==> config.mk <==
export PLATFORM = sky130hd
export DESIGN_NAME = vga_mem_responder
export DESIGN_NICKNAME = d
export VERILOG_FILES = /design/src/rtl/vga_mem_responder_pkg.sv /design/src/rtl/vga_mem_responder_zbt_op_pipe.sv /design/src/rtl/vga_mem_responder.sv
export SDC_FILE = /design/constraint.sdc
export NUM_CORES = 1
export LEC_CHECK = 0
export ABC_CLOCK_PERIOD_IN_PS = 8800
export CAP_MARGIN = 10
export CELL_PAD_IN_SITES_DETAIL_PLACEMENT = 1
export CELL_PAD_IN_SITES_GLOBAL_PLACEMENT = 2
export CORE_MARGIN = 2
export CORE_UTILIZATION = 32
export CTS_CLUSTER_SIZE = 24
export DETAILED_ROUTE_END_ITERATION = 10
export PLACE_DENSITY = 0.86
export SLEW_MARGIN = 20
export SYNTH_ARGS = -nofsm -noshare
export SYNTH_HDL_FRONTEND = slang
export SYNTH_SLANG_ARGS = --single-unit
==> constraint.sdc <==
create_clock -name clock -period 8.8 [get_ports clock]
set_input_delay 0.88 -clock clock [delete_from_list [all_inputs] [get_ports clock]]
set_output_delay 0.88 -clock clock [all_outputs]
set_load 0.05 [all_outputs]
==> src/rtl/vga_mem_responder_pkg.sv <==
// Shared constants and types for the VGA frame-buffer responder.
// Carries the former params.v values plus the colour-bar palette.
package vga_mem_responder_pkg;

    localparam int LOG_MEM    = 36;
    localparam int LOG_ADDR   = 19;
    localparam int LOG_HCOUNT = 10;
    localparam int LOG_VCOUNT = 10;

    localparam int FB_WIDTH_WORDS = 320;
    localparam int FB_WIDTH_PIX   = 2 * FB_WIDTH_WORDS;
    localparam int FB_HEIGHT      = 480;
    localparam int ZBT_LATENCY    = 2;

    // Colour bars as {Y, Cr, Cb}, 6 bits each (8-bit studio levels >> 2)
    localparam logic [17:0] BAR_WHITE   = {6'd58, 6'd32, 6'd32};
    localparam logic [17:0] BAR_YELLOW  = {6'd52, 6'd36, 6'd4};
    localparam logic [17:0] BAR_CYAN    = {6'd42, 6'd4,  6'd41};
    localparam logic [17:0] BAR_GREEN   = {6'd36, 6'd8,  6'd13};
    localparam logic [17:0] BAR_MAGENTA = {6'd26, 6'd55, 6'd50};
    localparam logic [17:0] BAR_RED     = {6'd20, 6'd60, 6'd22};
    localparam logic [17:0] BAR_BLUE    = {6'd10, 6'd27, 6'd60};
    localparam logic [17:0] BAR_BLACK   = {6'd4,  6'd32, 6'd32};

    // Where a completing read slot takes its returned word from
    typedef enum logic [1:0] {
        RD_NONE,
        RD_BUS,
        RD_ZERO,
        RD_BAR
    } rd_src_t;

    // One issued memory slot; a synthetic read and a write may share a slot
    typedef struct packed {
        rd_src_t            rd_src;
        logic [2:0]         band;
        logic               wr;
        logic [LOG_MEM-1:0] data;
    } zbt_op_t;

    function automatic logic [17:0] color_bar(input logic [2:0] band);
        logic [17:0] c;
        case (band)
            3'd0:    c = BAR_WHITE;
            3'd1:    c = BAR_YELLOW;
            3'd2:    c = BAR_CYAN;
            3'd3:    c = BAR_GREEN;
            3'd4:    c = BAR_MAGENTA;
            3'd5:    c = BAR_RED;
            3'd6:    c = BAR_BLUE;
            default: c = BAR_BLACK;
        endcase
        return c;
    endfunction

endpackage

==> src/rtl/vga_mem_responder_zbt_op_pipe.sv <==
// Tag/data shift register tracking issued ZBT slots until their data cycle.
module zbt_op_pipe
    import vga_mem_responder_pkg::*;
(
    input  logic    clock,
    input  logic    reset,
    input  zbt_op_t op_in,
    output zbt_op_t op_out
);

    localparam int unsigned PIPE_DEPTH = ZBT_LATENCY + 1;

    zbt_op_t [PIPE_DEPTH-1:0] stage_q;

    // Shift one slot per cycle; reset discards everything in flight
    always_ff @(posedge clock or posedge reset) begin
        if (reset) begin
            stage_q <= '0;
        end else begin
            stage_q <= {stage_q[PIPE_DEPTH-2:0], op_in};
        end
    end

    assign op_out = stage_q[PIPE_DEPTH-1];

endmodule

==> src/rtl/vga_mem_responder.sv <==
// VGA-side ZBT responder: serves pixel-pair reads from the display bank and
// fills the back bank from a capture writer in spare slots.
// Optional build macro VGA_TESTPATTERN_EN replaces frame-buffer reads with
// colour bars while keeping the read latency and handshake unchanged.
module vga_mem_responder
    import vga_mem_responder_pkg::*;
(
    input  logic                  clock,
    input  logic                  reset,
    input  logic                  frame_flag,
    input  logic                  vga_flag,
    input  logic [LOG_HCOUNT-1:0] vga_hcount,
    input  logic [LOG_VCOUNT-1:0] vga_vcount,
    output logic [LOG_MEM-1:0]    vga_pixel,
    output logic                  done_vga,
    input  logic                  wr_req,
    input  logic [LOG_ADDR-2:0]   wr_addr,
    input  logic [LOG_MEM-1:0]    wr_data,
    output logic                  wr_ack,
    output logic [LOG_ADDR-1:0]   mem_addr,
    output logic                  mem_we_b,
    output logic [LOG_MEM-1:0]    mem_data_out,
    output logic                  mem_data_oe,
    input  logic [LOG_MEM-1:0]    mem_data_in
);

    logic                disp_bank;
    logic                in_range;
    logic [LOG_ADDR-2:0] vcount_w;
    logic [LOG_ADDR-2:0] rd_word_addr;
    logic                issue_rd;
    logic                issue_wr;
    rd_src_t             rd_src;
    zbt_op_t             op_new;
    zbt_op_t             op_out;

    // Request decode, word address and slot arbitration (reads win)
    always_comb begin
        in_range     = (vga_hcount < LOG_HCOUNT'(FB_WIDTH_PIX)) &&
                       (vga_vcount < LOG_VCOUNT'(FB_HEIGHT));
        vcount_w     = (LOG_ADDR-1)'(vga_vcount);
        rd_word_addr = (vcount_w << 8) + (vcount_w << 6) +
                       (LOG_ADDR-1)'(vga_hcount[LOG_HCOUNT-1:1]);
`ifdef VGA_TESTPATTERN_EN
        issue_rd = 1'b0;
        rd_src   = in_range ? RD_BAR : RD_ZERO;
`else
        issue_rd = vga_flag && in_range;
        rd_src   = in_range ? RD_BUS : RD_ZERO;
`endif
        issue_wr = wr_req && !issue_rd;

        op_new        = '0;
        op_new.rd_src = vga_flag ? rd_src : RD_NONE;
        op_new.band   = vga_hcount[LOG_HCOUNT-1:LOG_HCOUNT-3];
        op_new.wr     = issue_wr;
        op_new.data   = wr_data;
    end

    // Bank swap and the registered ZBT address/control for the issued slot
    always_ff @(posedge clock or posedge reset) begin
        if (reset) begin
            disp_bank <= 1'b0;
            mem_addr  <= '0;
            mem_we_b  <= 1'b1;
            wr_ack    <= 1'b0;
        end else begin
            if (frame_flag) begin
                disp_bank <= ~disp_bank;
            end
            wr_ack   <= issue_wr;
            mem_we_b <= ~issue_wr;
            if (issue_rd) begin
                mem_addr <= {disp_bank, rd_word_addr};
            end else if (issue_wr) begin
                mem_addr <= {~disp_bank, wr_addr};
            end
        end
    end

    zbt_op_pipe u_op_pipe (
        .clock  (clock),
        .reset  (reset),
        .op_in  (op_new),
        .op_out (op_out)
    );

    // Write data is driven straight from the last stage, i.e. the data cycle
    always_comb begin
        mem_data_oe  = op_out.wr;
        mem_data_out = op_out.wr ? op_out.data : '0;
    end

    // Capture the returned word at the end of the data cycle
    always_ff @(posedge clock or posedge reset) begin
        if (reset) begin
            vga_pixel <= '0;
            done_vga  <= 1'b0;
        end else begin
            done_vga <= (op_out.rd_src != RD_NONE);
            case (op_out.rd_src)
                RD_BUS:  vga_pixel <= mem_data_in;
                RD_ZERO: vga_pixel <= '0;
                RD_BAR:  vga_pixel <= {color_bar(op_out.band), color_bar(op_out.band)};
                default: ;
            endcase
        end
    end

endmodule

* Word-level counts from Yosys, hierarchy flattened *
Index checks and enable logic that the tools add are counted.

storage, ports and cells
  bits of input ports = 115
  bits in registers = 184
  logic and storage cells = 47
  output and inout port bits = 95

operators by class
  equality and inequality tests = 9
  reduce and logical (&&, ||, !) cells = 8
  magnitude comparators = 2
  add/sub/neg operators = 2
  bitwise operators = 2
  muxes and demuxes = 7

operator list
  cell                  count
  $pmux 18 s7           1
  $pmux 36 s3           1
  $mux 19               2
  $mux 36               1
  $add 18x16->18        1
  $add 18x9->18         1
  $lt 10x10->1 const B  1
  $lt 10x9->1 const B   1
  $eq 3x3->1 const B    3
  $eq 3x2->1 const B    2
  $eq 2x2->1 const B    2
  $mux 2                2
  $reduce_bool 2->1     2
  $eq 3x1->1 const B    1
  $logic_and 1x1->1     3
  $logic_not 3->1       1
  $reduce_bool 3->1     1
  $eq 2x1->1 const B    1
  $not 1->1             2
  $logic_not 1->1       1

* Depth between registers and ports, before layout *
  word-level depth = 7
  depth in mapped cells = 9
  gate-level depth less buffers = 9

* Cells and area by module *
From an unflattened synthesis, not the netlist that was laid out.

unflattened totals
  cell total of the unflattened synthesis = 516
  area, all modules = 6896.6 um^2

by module, submodules not included
  module             times used  cells an instance  seq. area each (um^2)  area each (um^2)
  zbt_op_pipe        1           169                3153.0                 3472.1
  vga_mem_responder  1           347                1477.7                 3424.5

* Least setup slack after synthesis *
OpenSTA, ideal clock, no wires.

  path kind = input to register
  start = input vga_hcount[9]
  end = register mem_addr[15]
  buffers on the path = 0
  arrival time = 2.724 ns
  setup time = 0.083 ns
  data required time = 8.717 ns
  stages on the path = 9
  setup slack = 5.994 ns
  cells stage by stage = inv_1 -> fa_1 -> inv_1 -> fa_1 -> a21o_1 -> a21oi_1 -> o221ai_1 -> xnor2_1 -> o21ai_0

between the ends
  cells in the longest elaborated chain, start to end = 6
  elaborated cells on any way between the ends = 8
  classes of those cells = 1 x add/sub; 1 x order compare; 1 x mux; 5 x reduce/logical

RTL lines
  item                                RTL line                 source
  start, declared                     vga_mem_responder.sv:12  input logic [LOG_HCOUNT-1:0] vga_hcount,
  $lt 10x10->1                        vga_mem_responder.sv:39  in_range = (vga_hcount < LOG_HCOUNT'(FB_WIDTH_PIX)) &&
  $logic_and 1x1->1                   vga_mem_responder.sv:39
  $logic_and 1x1->1                   vga_mem_responder.sv:48  issue_rd = vga_flag && in_range;
  $logic_not 1->1                     vga_mem_responder.sv:51  issue_wr = wr_req && !issue_rd;
  $logic_and 1x1->1                   vga_mem_responder.sv:51
  $reduce_bool 2->1 (no source line)  --
  end signal, assigned                vga_mem_responder.sv:74  mem_addr <= {disp_bank, rd_word_addr};
  end signal, assigned                vga_mem_responder.sv:76  mem_addr <= {~disp_bank, wr_addr};
  end, declared                       vga_mem_responder.sv:20  output logic [LOG_ADDR-1:0] mem_addr,

Several ways; a longest one is shown, not always the timed one.
A chain may end at the register's enable or synchronous reset.

* Worst setup path in the final report *
  start = register u_op_pipe.stage_q, in the netlist u_op_pipe.op_out[36]
  end = output mem_data_out[18]

between the ends
  cells in the longest elaborated chain, start to end = 1

RTL lines
  item                    RTL line                             source
  start, declared         vga_mem_responder_zbt_op_pipe.sv:13  zbt_op_t [PIPE_DEPTH-1:0] stage_q;
  start signal, assigned  vga_mem_responder_zbt_op_pipe.sv:20  stage_q <= {stage_q[PIPE_DEPTH-2:0], op_in};
  $mux 36                 vga_mem_responder.sv:91              mem_data_out = op_out.wr ? op_out.data : '0;
  end, declared           vga_mem_responder.sv:22              output logic [LOG_MEM-1:0] mem_data_out,

No other way between the ends.

==> results.md <==
- Outcome: completed
- Layout cells sized above 1: 6.714%
- Clk sinks: approximately 180
- Worst VDD drop: approximately 0.16 mV
- Depth of the CTS H-tree: 4
- Final hold vios: 0
- PD cells: 223.5 nW/um2
- Synth cell types: 37
- Clock slew at reported path FFs: around 0.07 ns
- Initial Util: 32.60%
- Antenna violations before repair: 0
- Clock skew: about 0.0082 ns
- Warnings, synthesis: 0
- Die area: 21,780 um2
- CTS Buf Count: 17
- Hpwl dp: 11,790 um
- R2R Setup Slk: 6.93 ns
- Drt drc: 0
- Worst Hold End: u_op_pipe.op_out[11]
- Hold WS: around 0.35 ns
- Sequential element share of the synthesized area: 69.82%
- Height of the die: roughly 150 um
- Multi-input logic area: approximately 1800 um2
- IO Count: 210
- WL met2: around 8100 um
- Critical path cell sequence: and2_1 -> clkdlybuf4s50_1
- Fin Setup TNS: 0 ns
- Worst rel slew slack: 37.31%
- Drt first-iter violations: 153
- DR vias/cell: 4.534
- Antenna viol nets, final: 0
- Number of global-route vias before repair: 4,852
- Final period utilization: roughly two fifths
- I/O Buffers: roughly 210
- Core Region: about 20,000 um2
- PostCTS Resize Cnt: 0
- R2r endpoint: vga_pixel[25]
- CP Launch Type: flip-flop
- Worst path max stage delay: about 0.95 ns
- # fillers: around 2,100
- Antenna diodes: 0
- Max Clk Rate: around 300 MHz
- Overall routing resource usage: between 10% and 20%
- Max clock buf depth: 2
- Wire per inst: 16.50 um
- # Max-Cap Violations: 0
- Metal-1 WL: approximately 6300 um
- Num rows: 52
- Worst setup margin: 5.431 ns
- Die W: approximately 150 um
- Clk Tree Root Cell: clkbuf_16
- R2R cell count: 5
- DP Worst Slack: 5.143 ns
- Fin crit period: between 3 and 4 ns
- Least-Margin Pin Slew: 0.9404 ns
- Crit path required time: 7.92 ns
- Slew Viols, Final: 0
- Cell Area, Synth: about 6600 um2
- Crit. End Element: output pin
- Routed wl met3: 1277 um
- Hold WC Path Type: reg2reg
- DP Cell Count: ~940
- FF+latch count, synth: roughly 180
- Detailed-route via count: 4,398
- Critical Path Slowest Stage Cell: dfrtp_1
- Post-route non-filler standard cell count: 970
- DR pass1 iterations: 4
- Critical path class: reg2out
- HP Start: u_op_pipe.stage_q[53]
- Pleak: a little over 4 nW
- Post-CTS Hold Buffers: 0
- Crit path DAT: around 2.5 ns
- Crit Path Max Fanout: 37
- Total congestion overflow: 0
- Synth-to-layout area growth: 44.06%
- Highest metal used: met4
- Clk Latency, worst-skew pair: roughly 0.42 ns
- Placer Congestion: 0.7488
- Synthesized Nets: 615
- CTS tree: built
- First-pass GRT wire length: around 26,000 um
- Syn Inst Count: around 480
- Post-CTS Setup Inserts: 0
- Reg2reg start: u_op_pipe.op_out[40]
- Syn_area_per_cell: roughly 14 um2
- Unrepaired setup endpoints after global routing: no
- Final setup viols: 0
- Register area: 4606 um2
- Largest net degree at the start of global routing: 99
- Hold path depth: 0
- Nets@finish: 824
- Total Wirelength: between 15,000 and 20,000 um
## kinds of logic (layout without fill, tap and decap cells)
family	Yosys count	count (layout)	synth area share, %
and+or+nand+nor	110	110	8.517
muxes	47	47	7.227
DFF	184	184	69.82
adders and majority gates	21	21	4.211
buffers and inverters	31	252	2.333
xor gates and xnor gates	10	10	1.328
AOI/OAI and AO/OA	76	76	6.563
## critical path: cells and delay by family, from the launching register on
family / cells / cell delay (ns)
flops: 1 / 0.95
buf+inv: 1 / 0.84
simple gates: 1 / 0.26
## flip-flops by register name, indices dropped and copies added (netlist names)
name	flops
vga_pixel	36
mem_addr	19
disp_bank	1
u_op_pipe.op_out	42
u_op_pipe.stage_q	84
done_vga	1
mem_we_b	1
## cell usage in the layout, fill, tap and decap left out, drive strengths merged, types with 2 or more instances in the layout
cell type / n
nand3: 4
clkinv: 7
dfrtp: 183
xnor2: 8
nand4: 4
nor3: 2
fa: 2
mux2i: 42
nand2b: 8
mux2: 5
inv: 16
nor2: 17
and2: 37
o21a: 2
ha: 19
o21ai: 31
o22ai: 10
xor2: 2
o31ai: 2
a21o: 4
nor2b: 2
nand2: 32
a21oi: 24
clkdlybuf4s50: 207
buf: 4
clkbuf: 18
## worst max-delay path by stage
stage | endpoint | from | cells after the start | slack [ns]
after CTS | mem_data_out[18] | u_op_pipe.op_out[36] | 2 | 5.38
after floorplan | disp_bank | reset | 1 | 2.92
final | mem_data_out[18] | u_op_pipe.op_out[36] | 2 | 5.43
after global placement | mem_addr[15] | vga_hcount[9] | 10 | 5.17
after detailed placement | mem_addr[15] | vga_hcount[9] | 10 | 5.14
after global routing | mem_data_out[18] | u_op_pipe.op_out[36] | 2 | 5.26
## routing by layer
layer	track usage, %	vias to the layer above
li1	-	2032
met3	5.463	22
met4	4.663	0
met5	0	-
met2	26.65	151
met1	17.52	2193
## power by group
part / total, W / switching (W) / leakage (nW) / internal [W]
sequential: 0.000946 / 0.0000346 / 2.20 / 0.000912
clock: 0.000729 / 0.000345 / 0.285 / 0.000384
combinational: 0.000449 / 0.000276 / 1.61 / 0.000173
total: 0.00212 / 0.000656 / 4.10 / 0.00147
## layout make-up
type                       instances  share of cell area, %
multi-input combinational        264                  19.33
clock inverter                    13                  1.422
inverter                          10                 0.4740
sequential                       184                  48.47
timing repair buffer             211                  22.13
clock buffer                      18                  4.621
tap                              270                  3.555
## synthesized netlist by cell type (all sizes together)
cell | number | area share, %
nor2b | 2 | 0.19
nor4 | 1 | 0.095
mux2i | 42 | 6.4
a21o | 4 | 0.47
nor3 | 2 | 0.15
nand3 | 4 | 0.30
inv | 9 | 0.51
and2 | 37 | 3.5
o31ai | 2 | 0.23
nor2 | 17 | 0.97
nand4 | 4 | 0.38
dfstp | 1 | 0.40
clkinv | 1 | 0.057
xnor2 | 8 | 1.1
clkbuf | 11 | 0.63
ha | 19 | 3.6
and3 | 1 | 0.11
buf | 9 | 0.64
a21oi | 24 | 1.9
mux2 | 5 | 0.85
o221ai | 1 | 0.13
o21a | 2 | 0.23
bufbuf | 1 | 0.49
dfrtp | 183 | 69
nand2b | 8 | 0.76
fa | 2 | 0.61
nand4b | 1 | 0.13
o31a | 1 | 0.13
o22ai | 10 | 0.95
a32oi | 1 | 0.13
o21ai | 31 | 2.4
nand2 | 32 | 1.8
xor2 | 2 | 0.27
or2 | 1 | 0.095
## stage by stage
| stage | utilization, % | instance area, um2 | total power, W |
|---|---|---|---|
| final | 46.96 | 9503 | 0.002124 |
| after global routing | 46.96 | 9503 | 0.002225 |
| after detailed placement | 44.13 | 8930 | 0.001416 |
| after floorplan | - | 6596 | 0.001232 |
| after CTS | 46.97 | 9504 | 0.002159 |
| after global placement | 44.13 | 8930 | 0.001402 |
Power figures use the tool's default switching activity.
